==> src/rtl/bnn_uart_tx.sv <==
// UART transmitter for the BNN controller: byte FIFO feeding an 8N1/8N2 serialiser
// that advances one bit per baud_clk enable and honours peer_ready at frame boundaries.
module bnn_uart_tx #(
    parameter int unsigned FIFO_DEPTH = 4,
    parameter int unsigned STOP_BITS  = 1
) (
    input  logic       clk,
    input  logic       rst_n,
    input  logic       baud_clk,
    input  logic [7:0] data_in,
    input  logic       tx_start,
    output logic       tx_ready,
    input  logic       peer_ready,
    output logic       tx,
    output logic       tx_busy,
    output logic       tx_buffer_empty,
    output logic       overflow
);
    localparam int unsigned PTR_W = (FIFO_DEPTH > 1) ? $clog2(FIFO_DEPTH) : 1;
    localparam int unsigned CNT_W = PTR_W + 1;
    localparam int unsigned BIT_W = 3;

    typedef enum logic [1:0] {
        IDLE,
        START,
        DATA,
        STOP
    } state_e;

    logic [7:0]       mem [FIFO_DEPTH];
    logic [PTR_W-1:0] wr_ptr_q;
    logic [PTR_W-1:0] rd_ptr_q;
    logic [CNT_W-1:0] count_q;
    logic             overflow_q;
    logic             full_c;
    logic             push_c;
    logic             pop_c;
    logic             start_ok_c;
    logic             stop_last_c;

    state_e           state_q;
    state_e           state_d;
    logic             tx_q;
    logic             tx_d;
    logic [7:0]       shift_q;
    logic [7:0]       shift_d;
    logic [BIT_W-1:0] bit_idx_q;
    logic [BIT_W-1:0] bit_idx_d;
    logic             stop_cnt_q;
    logic             stop_cnt_d;

    // tx_ready is sampled before any pop, so a push into a full FIFO is dropped
    // even in the cycle the FSM pops it.
    assign full_c      = (count_q == CNT_W'(FIFO_DEPTH));
    assign push_c      = tx_start && !full_c;
    assign start_ok_c  = (count_q != '0) && peer_ready;
    assign stop_last_c = (stop_cnt_q == 1'(STOP_BITS - 1));

    assign tx_ready        = !full_c;
    assign tx_buffer_empty = (count_q == '0);
    assign tx_busy         = (state_q != IDLE);
    assign tx              = tx_q;
    assign overflow        = overflow_q;

    // FIFO storage; contents are don't-care until written
    always_ff @(posedge clk) begin
        if (push_c) begin
            mem[wr_ptr_q] <= data_in;
        end
    end

    // FIFO pointers, occupancy and sticky overflow flag
    always_ff @(posedge clk or negedge rst_n) begin
        if (!rst_n) begin
            wr_ptr_q   <= '0;
            rd_ptr_q   <= '0;
            count_q    <= '0;
            overflow_q <= 1'b0;
        end else begin
            if (push_c) begin
                wr_ptr_q <= wr_ptr_q + PTR_W'(1);
            end
            if (pop_c) begin
                rd_ptr_q <= rd_ptr_q + PTR_W'(1);
            end
            case ({push_c, pop_c})
                2'b10:   count_q <= count_q + CNT_W'(1);
                2'b01:   count_q <= count_q - CNT_W'(1);
                default: count_q <= count_q;
            endcase
            if (tx_start && full_c) begin
                overflow_q <= 1'b1;
            end
        end
    end

    // Serialiser state register
    always_ff @(posedge clk or negedge rst_n) begin
        if (!rst_n) begin
            state_q    <= IDLE;
            tx_q       <= 1'b1;
            shift_q    <= '0;
            bit_idx_q  <= '0;
            stop_cnt_q <= 1'b0;
        end else begin
            state_q    <= state_d;
            tx_q       <= tx_d;
            shift_q    <= shift_d;
            bit_idx_q  <= bit_idx_d;
            stop_cnt_q <= stop_cnt_d;
        end
    end

    // Next-state logic; everything holds between baud ticks
    always_comb begin
        state_d    = state_q;
        tx_d       = tx_q;
        shift_d    = shift_q;
        bit_idx_d  = bit_idx_q;
        stop_cnt_d = stop_cnt_q;
        pop_c      = 1'b0;

        if (baud_clk) begin
            case (state_q)
                IDLE: begin
                    tx_d = 1'b1;
                    if (start_ok_c) begin
                        state_d = START;
                        tx_d    = 1'b0;
                        shift_d = mem[rd_ptr_q];
                        pop_c   = 1'b1;
                    end
                end
                START: begin
                    state_d   = DATA;
                    tx_d      = shift_q[0];
                    shift_d   = {1'b0, shift_q[7:1]};
                    bit_idx_d = '0;
                end
                DATA: begin
                    if (bit_idx_q == BIT_W'(7)) begin
                        state_d    = STOP;
                        tx_d       = 1'b1;
                        stop_cnt_d = 1'b0;
                    end else begin
                        tx_d      = shift_q[0];
                        shift_d   = {1'b0, shift_q[7:1]};
                        bit_idx_d = bit_idx_q + BIT_W'(1);
                    end
                end
                STOP: begin
                    if (!stop_last_c) begin
                        stop_cnt_d = stop_cnt_q + 1'b1;
                    end else if (start_ok_c) begin
                        // back-to-back frame: no idle bit between stop and start
                        state_d = START;
                        tx_d    = 1'b0;
                        shift_d = mem[rd_ptr_q];
                        pop_c   = 1'b1;
                    end else begin
                        state_d = IDLE;
                        tx_d    = 1'b1;
                    end
                end
                default: begin
                    state_d = IDLE;
                    tx_d    = 1'b1;
                end
            endcase
        end
    end

endmodule
==> config.mk <==
export PLATFORM = sky130hd
export DESIGN_NAME = bnn_uart_tx
export DESIGN_NICKNAME = d
export VERILOG_FILES = /design/src/rtl/bnn_uart_tx.sv
export SDC_FILE = /design/constraint.sdc
export NUM_CORES = 1
export LEC_CHECK = 0
export BUFFER_PORTS_ARGS = -buffer_cell sky130_fd_sc_hd__buf_2
export CAP_MARGIN = 30
export CORE_ASPECT_RATIO = 2
export CORE_UTILIZATION = 45
export DETAILED_ROUTE_END_ITERATION = 10
export PLACE_DENSITY = 0.68
export SLEW_MARGIN = 10
export SYNTH_ARGS = -nofsm -noshare
export SYNTH_HDL_FRONTEND = slang
export SYNTH_SLANG_ARGS = --single-unit
==> constraint.sdc <==
create_clock -name clk -period 3.3 [get_ports clk]
set_input_delay 0.33 -clock clk [delete_from_list [all_inputs] [get_ports clk]]
set_output_delay 0.33 -clock clk [all_outputs]
set_load 0.01 [all_outputs]
==> run metrics, run 1 <==
IR drop worst, VDD=0.497 mV; simple-gate portion of the synthesized area=0.0517; total gr overflow=0; Seq/Total Area, Yosys=0.619; Post-synth EDFFs=32; Via density=5.53; multiplexer share of the synthesized area=0.120; ys flop type=edfxtp_1; root buffer cell=clkbuf_8; # nets final=215; RR Startpoint=state_q[0]; Sw Ratio=0.353; relative slew slack=0.473; # hold bufs at CTS=1; area share of the largest cell type after synthesis=0.393; Final Max Slew Viols=0; crit path from=state_q[0]; H-tree depth=2; initial antenna violation count=0; Yosys cell types=37; Hold Startpoint=data_in[4]; CP arrival=2.80 ns; synth top area cells=edfxtp_1 (39%), dfrtp_1 (22%), mux2i_1 (7.0%), ha_1 (6.1%), mux2_2 (4.1%); total die area=5750 µm²; CP Max Fanout=14; global-route wire length before repair=6470 µm; CP max-delay cell=ha_1; area grow syn2layout=9.73%; Seq pwr share=0.455; clock-pin slew on the worst setup and hold paths=0.10 ns; share of cells above drive strength 1=0.211; Die H=106 µm; Synth Area per Inst=14.5 µm²; Post-route DRC=0; pwr/cell area=877 nW/µm²; CTS tree=done; P_sw=0.829 mW; worst endpoint required time=3.51 ns; Clock Skew=0.00663 ns; part of the power in the clock network=0.154; leakage=1.11 nW; clk buf depth=2; DR WL/cell=15.8 µm; largest net degree at the start of global routing=23; max cap viols=0; multi-input logic area=858 µm²; largest family of logic cells by synthesized area=multiplexers; status=completed; vias in the first global route=1,462; Final Hold Viols=0; post-synthesis compound-gate area fraction=0.0881; RSZ-0062 raised after global routing=no; chip width=54.1 µm; post-route ant nets=0; Starting DRT DRC Count=29; post-synthesis cell count=168; CP Launch Type=flip-flop; yosys warns=0; Max Freq=0.386 GHz; most common cell in the netlist=edfxtp_1; drt pass-1 iters=4; WS Path Type=flip-flop to flip-flop; CP peak stage delay=0.46 ns; commonest cells in the netlist=edfxtp_1 (32), dfrtp_1 (21), mux2i_1 (17); syn nets=194; CTS buffer count=5; total power=2.35 mW; Worst-Margin Slew=0.784 ns; Fin Setup TNS=0 ns; period utilization=0.785; FF/Latch Area=1510 µm²; critical-path cell list=inv_1 -> ha_1 -> nor3_1 -> ha_1 -> inv_1 -> fa_1 -> xor2_1 -> nor2_1 -> xor2_1; # resized after CTS=0; FP Rows=37; Int Pwr=1.52 mW; Core Box Area=5180 µm²; Comb pwr share=0.391; Initial Util=0.471; clk_lat worst skew=0.30 ns; Async SR Flop Fraction=0.407; dominant cell type by area after synthesis=edfxtp_1; Buffers on Ports=17; antenna cell count=0; RePlAce Congestion=0.756; Final min period=2.59 ns; Hold Crit Class=input port to flip-flop; Final setup viols=0; WL final=3930 µm; Clock Sink Count=54; via count=1,372; xor and xnor area share after synthesis=0.0215; Synth Cell Area=2440 µm²; number of fill cells=443; post-synthesis adder-cell area fraction=0.0696; flops & latches, synth=54; Ports=18; post-detail-place hpwl=3020 µm; Tot GR Track Use=0.159; endpoint type of the worst setup path=flip-flop; post-CTS setup buffers=0
## cell type report
type / count / area share
Sequential cell: 54 / 0.564
Multi-Input combinational cell: 97 / 0.320
Timing Repair Buffer: 19 / 0.0383
Clock buffer: 6 / 0.0271
Tap cell: 58 / 0.0271
Inverter: 12 / 0.0168
Clock inverter: 2 / 0.00653
## layout by cell type, fill, tap and decap left out, drive strengths merged, types with 4 or more instances in the layout
cell and count:
edfxtp 32, o221ai 7, inv 14, mux2 9
ha 12, buf 18, a22o 5, dfrtp 21
and2 4, mux2i 17, clkbuf 6, nand2 9
o21ai 5, xor2 4
## critical path, delay by kind of cell, from the launching register on
family / cells / cell delay (ns)
adder cells (fa/ha/maj): 3 / 1.08
flip-flops: 1 / 0.42
XOR/XNOR: 2 / 0.36
buffers and inverters: 2 / 0.16
AND/OR/NAND/NOR: 2 / 0.48
## final timing paths
path	endpoint	slack [ns]	depth (start not counted)
hold / removal	mem[1][4]	0.23	1
min in group asynchronous	overflow	0.52	2
setup reg to reg	count_q[2]	0.71	9
hold reg to reg	overflow	0.47	1
max in group asynchronous	tx	2.41	2
setup / recovery	count_q[2]	0.71	9
## metal layers
layer	vias up	track usage	wire length, µm
met5	-	0	0
met4	0	0.0842	86
met3	6	0.0315	89
met2	24	0.293	2350
met1	681	0.154	1400
li1	661	-	-
## stage by stage
| stage | worst slack [ns] | utilization | instance area (µm²) | std cells | hold slack (ns) |
|---|---|---|---|---|---|
| after detailed placement | 0.707 | 0.498 | 2580 | 239 | 0.335 |
| after global placement | 0.901 | 0.498 | 2580 | 239 | 0.332 |
| after global routing | 0.497 | 0.517 | 2680 | 248 | 0.231 |
| final | 0.710 | 0.517 | 2680 | 248 | 0.235 |
| after CTS | 0.688 | 0.517 | 2680 | 248 | 0.225 |
| after floorplan | 0.928 | - | 2440 | 168 | 0.0344 |
## kinds of logic after synthesis
family | count (synthesis)
compound gates | 27
xor+xnor | 6
fa+ha+maj | 13
buf+inv | 17
flops | 54
mux | 27
simple gates | 24
## flip-flops by register name (all words and copies together), names as in the netlist
| signal | cells |
|---|---|
| mem | 32 |
| shift_q | 8 |
| bit_idx_q | 3 |
| count_q | 3 |
| rd_ptr_q | 2 |
| state_q | 2 |
| wr_ptr_q | 2 |
| overflow | 1 |
| tx | 1 |
## power by group through the flow
stage / sequential [mW] / combinational, mW / clock, mW
floorplan: 1.05 / 0.749 / 0
global placement: 1.07 / 0.895 / 0
detailed placement: 1.09 / 0.934 / 0
CTS: 1.07 / 0.938 / 0.377
global route: 1.09 / 1.04 / 0.401
finish: 1.07 / 0.919 / 0.362
No activity file was read; power rests on OpenSTA's default activity.
==> run 2, diff against run 1 <==
--- a/config.mk
+++ b/config.mk
@@ -10,7 +10,7 @@
 export CORE_ASPECT_RATIO = 2
 export CORE_UTILIZATION = 45
 export DETAILED_ROUTE_END_ITERATION = 10
-export PLACE_DENSITY = 0.68
+export PLACE_DENSITY = 0.71
 export SLEW_MARGIN = 10
 export SYNTH_ARGS = -nofsm -noshare
 export SYNTH_HDL_FRONTEND = slang
==> constraint.sdc (replaced) <==
create_clock -name clk -period 2.1 [get_ports clk]
set_input_delay 0.21 -clock clk [delete_from_list [all_inputs] [get_ports clk]]
set_output_delay 0.21 -clock clk [all_outputs]
set_load 0.01 [all_outputs]
==> run 2 against run 1 <==
Compared with the run above: global-route usage grew 1.5 points; die area is the same; fmax grew 29%; combinational power grew 86%; largest cell class unchanged; largest power group is now combinational cells; highest routed layer unchanged.
==> run metrics, run 2 (synthesis results as in run 1) <==
largest net degree at the start of global routing=23 (unchanged); CP peak stage delay=0.42 ns (-0.04 ns); CP arrival=2.24 ns (-0.56 ns); initial antenna violation count=0 (unchanged); Fin Setup TNS=0 ns (unchanged); clk buf depth=2 (unchanged); status=completed; placed instance area=2700 µm² (+4.5%); Initial Util=0.471 (unchanged); Largest regs=mem x32, shift_q x8; pwr/cell area=1400 nW/µm² (+60%); DP Cell Count=251 (+5.0%); crit path from=state_q[0]; via count=1,442 (+5.1%); clock-pin slew on the worst setup and hold paths=0.09 ns (about the same); Max Freq=0.499 GHz (+29%); post-route ant nets=0 (unchanged); Post-route DRC=0 (unchanged); max cap viols=0 (unchanged); CTS buffer count=5 (unchanged); CP Launch Type=flip-flop; Hold Crit Class=input port to flip-flop; part of the power in the clock network=0.140 (-0.014); P_sw=1.41 mW (+70%); Seq pwr share=0.427 (-0.028); antenna cell count=0 (unchanged); critical-path cell list=inv_2 -> ha_4 -> nor3_4 -> ha_2 -> inv_2 -> fa_2 -> xor2_1 -> nor2_1 -> xor2_1; Starting DRT DRC Count=31 (+6.9%); CP max-delay cell=dfrtp_1; H-tree depth=2 (unchanged); most frequent cells in the layout=edfxtp_1 (32), dfrtp_1 (19), mux2i_1 (17), buf_2 (17), buf_4 (13); total gr overflow=0 (unchanged); IR drop worst, VDD=1.10 mV (+120%); CTS tree=done; Die H=106 µm (unchanged); share of cells above drive strength 1=0.312 (+0.101); Clock Sink Count=54 (unchanged); met2 Use GR=0.346 (+0.0529); Final min period=2.01 ns (-0.584 ns); leakage=1.16 nW (+5.0%); Final setup viols=0 (unchanged); relative slew slack=0.656 (+0.183); drt pass-1 iters=4 (unchanged); GRT met3 Usage=0.0429 (+0.0114); max FFs per register=32 (unchanged); Sw Ratio=0.358 (+0.00564); Post-Layout Cell Count=260 (+4.8%); Largest Register=mem; grt peak-use layer=met2; Final Hold Viols=0 (unchanged); DR WL/cell=16.8 µm (+6.3%); Finished Cell Area=2810 µm² (+4.7%); Buffers on Ports=17 (unchanged); post-detail-place hpwl=3380 µm (+12%); area grow syn2layout=14.8%; WL final=4380 µm (+11%); Final Max Slew Viols=0 (unchanged); Via density=5.55 (+0.25%); WS Path Type=flip-flop to flip-flop; global-route wire length before repair=6970 µm (+7.7%); clk_lat worst skew=0.31 ns (about the same); FP Rows=37 (unchanged); Core Box Area=5180 µm² (unchanged); worst endpoint required time=2.34 ns (-1.17 ns); Int Pwr=2.53 mW (+66%); CP Max Fanout=3 (-11); total die area=5750 µm² (unchanged); vias in the first global route=1,592 (+8.9%); Worst-Margin Slew=0.516 ns (-0.267 ns); met1 Use GR=0.149 (-0.00457); # nets final=227 (+5.6%); Ports=18 (unchanged); RR Startpoint=state_q[0]; Clock Skew=0.00734 ns (+0.000710 ns); endpoint type of the worst setup path=flip-flop; root buffer cell=clkbuf_8; commonest non-fill, non-tap cell in the layout=edfxtp_1; period utilization=0.955 (+0.170); Comb pwr share=0.433 (+0.042); Hold Startpoint=data_in[0]; RSZ-0062 raised after global routing=yes; chip width=54.1 µm (unchanged); Tot GR Track Use=0.175 (+0.0153); RePlAce Congestion=0.753 (-0.40%)
-- run 2: changes by cell type in the layout (fill, tap and decap cells not counted), sizes merged --
cell	change
buf	+12
clkbuf	-1
clkinv	+2
clkinvlp	+1
inv	-2
-- run 2: layout make-up --
cell class	count	area, µm²
fillers	446	2380
flip-flops and latches	54	1520
multi-input cells	97	896
repair buffers	31	193
well taps	58	72.6
clock buffers	5	68.8
inverters	12	45.0
clock inverters	3	16.3
-- run 2: path summary, 6_finish.rpt --
check / to / slack (ns) / cells past startpoint
worst max register to register: count_q[2] / 0.09 / 9
min in group asynchronous: shift_q[3] / 0.40 / 2
worst min-delay path: mem[2][0] / 0.11 / 1
max in group asynchronous: count_q[1] / 1.33 / 2
worst min register to register: overflow / 0.47 / 1
worst max-delay path: count_q[2] / 0.09 / 9
-- run 2: power groups by stage --
stage	Sequential (mW)	Combinational, mW	Clock [mW]
after floorplan	1.65	1.25	0
after global placement	1.67	1.59	0
after detailed placement	1.70	1.70	0
after CTS	1.68	1.71	0.573
after global routing	1.72	1.87	0.606
final	1.68	1.71	0.553
-- run 2: stage by stage --
stage	worst slack [ns]	power [mW]	utilization	hold slack, ns
floorplan	0.0157	2.89	-	-0.0856
global placement	0.0498	3.26	0.520	0.194
detailed placement	-0.0753	3.40	0.520	0.211
CTS	0.0215	3.96	0.539	0.101
global route	-0.0311	4.20	0.541	0.105
finish	0.0947	3.94	0.541	0.108
-- run 2: metal layers --
metal	wire, µm	up-vias
met3	109	7
li1	-	684
met5	0	-
met1	1480	731
met4	82	0
met2	2710	20
-- run 2: worst max-delay path, delay by kind of cell (launching register included) --
family                   cells  cell delay [ns]
buffers and inverters        2             0.12
AND/OR/NAND/NOR              2             0.31
XOR/XNOR                     2             0.31
adder cells (fa/ha/maj)      3             0.78
flip-flops                   1             0.42
-- run 2: repair_timing --
action                     4_1_cts  5_1_grt
buffers inserted                 0        0
pin swaps                        1        4
setup endpoints to repair        1        1
gates resized for setup          1        6
hold buffers                     1        0
hold endpoints to repair        21        0
